--- config.mk ---
export PLATFORM = sky130hd
export DESIGN_NAME = pipe_hazard_ctrl
export DESIGN_NICKNAME = d
export VERILOG_FILES = /design/src/rtl/pipe_hazard_ctrl.sv
export SDC_FILE = /design/constraint.sdc
export NUM_CORES = 1
export LEC_CHECK = 0
export ABC_AREA = 0
export CORE_MARGIN = 2
export CORE_UTILIZATION = 27
export DETAILED_ROUTE_END_ITERATION = 10
export PLACE_DENSITY = 0.53
export SKIP_CTS_REPAIR_TIMING = 1
export SLEW_MARGIN = 20
export SYNTH_ARGS = -nofsm -noshare
export SYNTH_HDL_FRONTEND = slang
export SYNTH_SLANG_ARGS = --single-unit
export TNS_END_PERCENT = 100
--- constraint.sdc ---
create_clock -name clk -period 2.6 [get_ports clk]
set_input_delay 0.78 -clock clk [delete_from_list [all_inputs] [get_ports clk]]
set_output_delay 0.78 -clock clk [all_outputs]
set_load 0.02 [all_outputs]
--- src/rtl/pipe_hazard_ctrl.sv ---
// Stall/flush sequencer for the five-stage pipeline.
// Owns every latch load enable, bubble flush and interrupt drain.
module pipe_hazard_ctrl #(
  parameter int DRAIN_CYCLES = 3,
  parameter int CNT_W        = 8
) (
  input  logic             clk,
  input  logic             reset,
  input  logic [1:0]       id_ra,
  input  logic [1:0]       id_rb,
  input  logic             id_use_ra,
  input  logic             id_use_rb,
  input  logic [1:0]       ex_rd,
  input  logic             ex_RW,
  input  logic             ex_MR,
  input  logic             br_taken,
  input  logic             mem_busy,
  input  logic             int_req,
  input  logic             cnt_clr,
  output logic             pc_ld,
  output logic             if_id_ld,
  output logic             id_ex_ld,
  output logic             ex_m_ld,
  output logic             m_wb_ld,
  output logic             if_id_flush,
  output logic             id_ex_flush,
  output logic             int_ack,
  output logic [1:0]       state,
  output logic [CNT_W-1:0] stall_count
);

  localparam int DW =
    (DRAIN_CYCLES > 1) ? $clog2(DRAIN_CYCLES) : 1;
  localparam logic [DW-1:0] DLOAD =
    DW'(DRAIN_CYCLES - 1);

  typedef enum logic [1:0] {
    RUN   = 2'd0,
    DRAIN = 2'd1,
    ACK   = 2'd2
  } state_t;

  state_t        cur;
  logic [DW-1:0] dcnt;
  logic          hz;
  logic          hz_eff;

  assign hz = ex_MR & ex_RW &
    ((id_use_ra & (id_ra == ex_rd)) |
     (id_use_rb & (id_rb == ex_rd)));

  // a taken branch overrides the load-use stall
  assign hz_eff = hz & ~br_taken;
  assign state  = cur;

  always_comb begin
    pc_ld       = 1'b1;
    if_id_ld    = 1'b1;
    id_ex_ld    = 1'b1;
    ex_m_ld     = 1'b1;
    m_wb_ld     = 1'b1;
    if_id_flush = 1'b0;
    id_ex_flush = 1'b0;
    int_ack     = 1'b0;
    if (!reset || mem_busy) begin
      pc_ld    = 1'b0;
      if_id_ld = 1'b0;
      id_ex_ld = 1'b0;
      ex_m_ld  = 1'b0;
      m_wb_ld  = 1'b0;
    end else begin
      unique case (cur)
        RUN: begin
          if (int_req) begin
            pc_ld = 1'b1;
          end else if (br_taken) begin
            if_id_flush = 1'b1;
            id_ex_flush = 1'b1;
          end else if (hz) begin
            pc_ld       = 1'b0;
            if_id_ld    = 1'b0;
            id_ex_flush = 1'b1;
          end
        end
        DRAIN: begin
          pc_ld       = 1'b0;
          if_id_flush = 1'b1;
          if (br_taken) begin
            pc_ld       = 1'b1;
            id_ex_flush = 1'b1;
          end else if (hz) begin
            if_id_ld    = 1'b0;
            if_id_flush = 1'b0;
            id_ex_flush = 1'b1;
          end
        end
        ACK: begin
          int_ack     = 1'b1;
          if_id_flush = 1'b1;
        end
        default: begin
          pc_ld    = 1'b0;
          if_id_ld = 1'b0;
          id_ex_ld = 1'b0;
          ex_m_ld  = 1'b0;
          m_wb_ld  = 1'b0;
        end
      endcase
    end
  end

  always_ff @(posedge clk) begin
    if (!reset) begin
      cur         <= RUN;
      dcnt        <= '0;
      stall_count <= '0;
    end else begin
      if (cnt_clr)
        stall_count <= '0;
      else if (!pc_ld && stall_count != '1)
        stall_count <= stall_count + CNT_W'(1);
      if (!mem_busy) begin
        unique case (cur)
          RUN: begin
            if (int_req) begin
              cur  <= DRAIN;
              dcnt <= DLOAD;
            end
          end
          DRAIN: begin
            if (!hz_eff) begin
              if (dcnt == '0)
                cur <= ACK;
              else
                dcnt <= dcnt - DW'(1);
            end
          end
          ACK:     cur <= RUN;
          default: cur <= RUN;
        endcase
      end
    end
  end

endmodule

==> results of run 1 <==
logic make-up (layout without fill, tap and decap cells):
kind of cell	count (synthesis)	count (layout)	share of synthesized area [%]
buffers and inverters	12	61	7.41
AOI/OAI and AO/OA	28	28	22.4
muxes	6	6	6.47
DFF	12	12	25.9
xor gates and xnor gates	4	4	3.77
adders and majority gates	2	2	2.69
and+or+nand+nor	48	48	31.4
flip-flops by register name (all words and copies together) (netlist names):
register	flops
dcnt	2
stall_count	8
state	2
cell type report:
type	count	area share, %
inverters	6	1.51
well taps	46	3.86
clock buffers	4	2.43
flip-flops and latches	12	16.1
repair buffers	51	29.7
multi-input cells	88	46.4
stage by stage:
| step | setup TNS (ps) | power (mW) | instance area (sq um) | std cells | hold WS (ps) |
|---|---|---|---|---|---|
| final | 0 | 0.482 | 1490 | 207 | 503 |
| after global routing | -23.6 | 0.513 | 1490 | 207 | 525 |
| after CTS | -5430 | 0.483 | 1430 | 204 | 507 |
| after detailed placement | -5370 | 0.333 | 1390 | 200 | 491 |
| after global placement | -5250 | 0.330 | 1390 | 200 | 474 |
| after floorplan | -1.85 | 0.267 | 940 | 112 | 462 |
final timing paths:
check / startpoint / endpoint / slack [ps] / cells after the start
max: ex_rd[1] / pc_ld / 30 / 8
min: dcnt[0] / dcnt[0] / 500 / 2
max reg2reg: state[0] / stall_count[7] / 950 / 7
min reg2reg: dcnt[0] / dcnt[0] / 500 / 2
layer usage:
metal / routed length (um) / global-route usage [%]
met1: 1100 / 16.1
met2: 1130 / 22.7
met3: 97 / 2.34
met4: 0 / 2.50
met5: 0 / 0
synthesized netlist by cell type (all sizes together), types with 2 or more instances:
cell and count:
a211oi 2, a21boi 2, a21oi 7, and2 4
and3 3, buf 5, dfxtp 12, ha 2
inv 6, mux2i 6, nand2 11, nand2b 8
nand3 3, nand3b 2, nor2 3, nor2b 5
nor3 3, o211ai 6, o21ai 3, xnor2 4
power by group:
| group | switching, mW | internal (mW) |
|---|---|---|
| Clock | 0.0607 | 0.0850 |
| Combinational | 0.0644 | 0.0765 |
| Sequential | 0.00672 | 0.189 |
critical path, stage by stage:
cell      delay (ps)
buf_8            100
xnor2_2          150
nand3_2          120
buf_4            150
buf_4            130
a21boi_4         130
nor2_2            70
buf_4            150
==> results.json, run 1 <==
{
  "status": "finished clean",
  "fin_crit_sh_pct": 98.7,
  "vias": 959,
  "synth-seq-cells": 12,
  "worstPathArrival_ps": 1790,
  "synth_edf_count": 0,
  "ys_dominant_reg_cell": "dfxtp_1",
  "core_area_sq_um": 3310,
  "path_max_fanout": 3,
  "grt_pass1_vias": 987,
  "slew_headroom_pct": 75.0,
  "area_delta_synth_final_pct": 60.8,
  "die_w_um": 62.6,
  "leakage_nw": 0.678,
  "overflow": 0,
  "diodes": 0,
  "yosys.area.top_type": "dfxtp_1",
  "syn_area_sq_um": 928,
  "nNetsFinal": 180,
  "crit_required_ps": 1820,
  "start_kind": "input pin",
  "port_buffers": 33,
  "cts.clk_slew.worst_paths_ps": 70,
  "fmax_mhz": 390,
  "wl_per_cell_um": 11.3,
  "avgViaCountPerCell": 4.63,
  "io_pins": 34,
  "hp-class": "reg -> reg",
  "synth_top_area_share_pct": 25.9,
  "ys_seq_area_share_pct": 25.9,
  "clock_path_buffers": 2,
  "clock_sinks": 12,
  "track_usage_pct": 12.8,
  "grt_pass1_wl_um": 4260,
  "synthCells": 112,
  "clock_skew_ps": 5.04,
  "cts_buffers": 3,
  "synthTopCellsByArea": "dfxtp_1 (26%), mux2i_1 (6.5%), o211ai_1 (4.9%)",
  "dr.pass1.iters": 4,
  "cts_tree": "built",
  "drive_gt1_share_pct": 34.2,
  "seq_area_sq_um": 240,
  "synth_warnings": 0,
  "worstSetupPathType": "in -> out",
  "period_minus_slack_ps": 2570,
  "final_cell_mix": "buf_4 (24), dfxtp_1 (12), nand2_1 (11), clkdlybuf4s50_1 (11), nand2b_1 (7)",
  "place_hpwl_um": 1890,
  "die_area_sq_um": 3920,
  "cts-root-buf": "clkbuf_4",
  "drt_iter0_markers": 21,
  "synth_nets": 130,
  "drv_cap": 0,
  "final_util_pct": 45.1,
  "tightest_slew_ps": 372,
  "dp_slack_ps": -855,
  "post-route-worst-setup-slack_ps": 33.4,
  "totalWireLength_um": 2330,
  "n_fill_cell": 339,
  "synth_area_per_cell_sq_um": 8.29,
  "grt_max_degree": 11,
  "synth_cell_type_count": 41,
  "final_common_cell": "buf_4",
  "peakVddDrop_mv": 0.165,
  "rows": 21,
  "rsz0062_at_grt": "yes",
  "drv_slew": 0,
  "cp-end-kind": "primary output",
  "hold_viol": 0,
  "post-route-drc-count": 0,
  "h-tree-depth": 1,
  "ant_nets": 0,
  "multiInputGateArea_sq_um": 693,
  "synth_async_sr_flop_share_pct": 0,
  "pwr_density_cell_nw_per_um2": 323,
  "dieHeight_um": 62.6,
  "finalSetupViolations": 0,
  "worstSkewPairLatency_ps": 270,
  "place.gp.congestion": 0.739,
  "floorplan.initialDensity_pct": 28.0,
  "antenna_found_initial": 0
}
Power figures use the tool's default switching activity.
==> run 2: changes to the inputs <==
MAX_ROUTING_LAYER = met4   (was unset)
==> results of run 2 <==
No change in the layout: final DEF, timing and power equal those of run 1.
Main changes from that run: final weighted congestion in routability-driven placement 0.739 -> 0.748; overall routing resource usage 12.8% -> 13.1%
==> run 3: changes to the inputs <==
CORE_MARGIN = unset   (was 2)
SKIP_CTS_REPAIR_TIMING = unset   (was 1)
==> results.json, run 3 (synthesized netlist as in run 1, its figures left out) <==
{
  "min_to": "stall_count[5]",
  "clock_sinks": 12,
  "cts.clk_slew.worst_paths_ps": 80,
  "postCtsHoldBufs": 0,
  "post-route-worst-setup-slack_ps": -22.8,
  "area_delta_synth_final_pct": 68.2,
  "drv_cap": 0,
  "violations": "setup timing",
  "drv_slew": 0,
  "place.gp.congestion": 0.764,
  "vias": 950,
  "grt_max_degree": 11,
  "finalSetupViolations": 1,
  "antenna_found_initial": 0,
  "hold_slack_ps": 503,
  "nNetsFinal": 178,
  "worstSkewPairLatency_ps": 270,
  "largest_reg_flops": 8,
  "dr.pass1.iters": 3,
  "start_kind": "input pin",
  "avgViaCountPerCell": 4.68,
  "leakage_nw": 0.649,
  "rsz0062_at_grt": "yes",
  "floorplan.initialDensity_pct": 29.4,
  "core_area_sq_um": 3150,
  "status": "finished with violations",
  "fin_crit_sh_pct": 101,
  "clock_path_buffers": 2,
  "period_minus_slack_ps": 2620,
  "die_w_um": 60.6,
  "peakVddDrop_mv": 0.198,
  "tightest_slew_ps": 376,
  "path_max_fanout": 3,
  "cts_tree": "built",
  "overflow": 0,
  "pwr_density_cell_nw_per_um2": 325,
  "drt_iter0_markers": 34,
  "final_cell_mix": "buf_4 (18), dfxtp_1 (12), clkdlybuf4s50_1 (11), nand2_1 (10), buf_6 (8)",
  "io_pins": 34,
  "cts_buffers": 3,
  "final_common_cell": "buf_4",
  "die_area_sq_um": 3680,
  "drive_gt1_share_pct": 34.6,
  "ant_nets": 0,
  "design_power_total_mw": 0.508,
  "slew_headroom_pct": 74.8,
  "rrSetupSlack_ps": 890,
  "clock_skew_ps": 1.27,
  "grt_pass1_wl_um": 4130,
  "post-route-drc-count": 0,
  "r2r_start": "state[0]",
  "rows": 20,
  "dieHeight_um": 60.6,
  "hold_viol": 0,
  "min_from": "stall_count[5]",
  "cts-root-buf": "clkbuf_4",
  "cp-end-kind": "primary output",
  "worstPathArrival_ps": 1840,
  "h-tree-depth": 1,
  "totalWireLength_um": 2550,
  "place_hpwl_um": 1850,
  "timing.rr.end": "stall_count[5]",
  "hold_path_depth": 2,
  "hp-class": "reg -> reg",
  "regMostFlops": "stall_count",
  "grt_pass1_vias": 940,
  "crit_required_ps": 1820,
  "wl_per_cell_um": 12.6,
  "diodes": 0,
  "fin_cells": 203,
  "fmax_mhz": 381,
  "worstSetupPathType": "in -> out",
  "track_usage_pct": 15.4,
  "rr_worst_depth": 7,
  "port_buffers": 33,
  "dp_cells": 197
}
==> run 3: worst max-delay path, stage by stage <==
cell and delay, ps:
buf_8 110, xnor2_2 130, nand3_2 110, a21oi_2 80, or2_1 250, a211oi_2 200
buf_4 170
==> run 3: per-layer routing <==
layer	share of wire [%]	global-route usage, %	vias to the layer above
li1	-	-	491
met1	46	18.4	430
met2	48	26.2	25
met3	4.7	1.92	4
met4	0.90	5.84	0
met5	0	-	-
==> run 3: area by class of cell <==
type / count / area [sq um]
inverter: 6 / 22.5
tap: 44 / 55.1
clock buffer: 4 / 36.3
fill: 307 / 1590
multi-input combinational: 88 / 757
timing repair buffer: 49 / 450
sequential: 12 / 240
==> run 3: per-stage QoR <==
stage / setup TNS, ps / setup slack (ps) / util, % / cell area (sq um)
floorplan: -1.85 / -1.85 / - / 940
global placement: -5210 / -827 / 43.9 / 1380
detailed placement: -5430 / -875 / 43.9 / 1380
CTS: -3.74 / -3.74 / 46.7 / 1470
global route: -146 / -64.5 / 49.5 / 1560
finish: -22.8 / -22.8 / 49.5 / 1560
==> run 3: worst max path at each step <==
stage               depth (start not counted)  startpoint           to
floorplan                                   5    id_rb[0]  if_id_flush
global placement                            7    ex_rd[0]  if_id_flush
detailed placement                          7    ex_rd[0]  if_id_flush
CTS                                         7    br_taken        pc_ld
global route                                7    ex_rd[1]  if_id_flush
finish                                      7    ex_rd[0]  if_id_flush
==> run 3: power by group <==
group	internal [mW]	switching [mW]
clock	0.0851	0.0660
sequential	0.189	0.00728
combinational	0.0876	0.0732
total	0.361	0.147
==> run 3: what timing repair did <==
item,in CTS,in global routing
pin swaps,15,9
cloned,0,0
gates resized for setup,101,16
setup endpoints to repair,8,3
buffers inserted,2,1
hold endpoints to repair,0,0
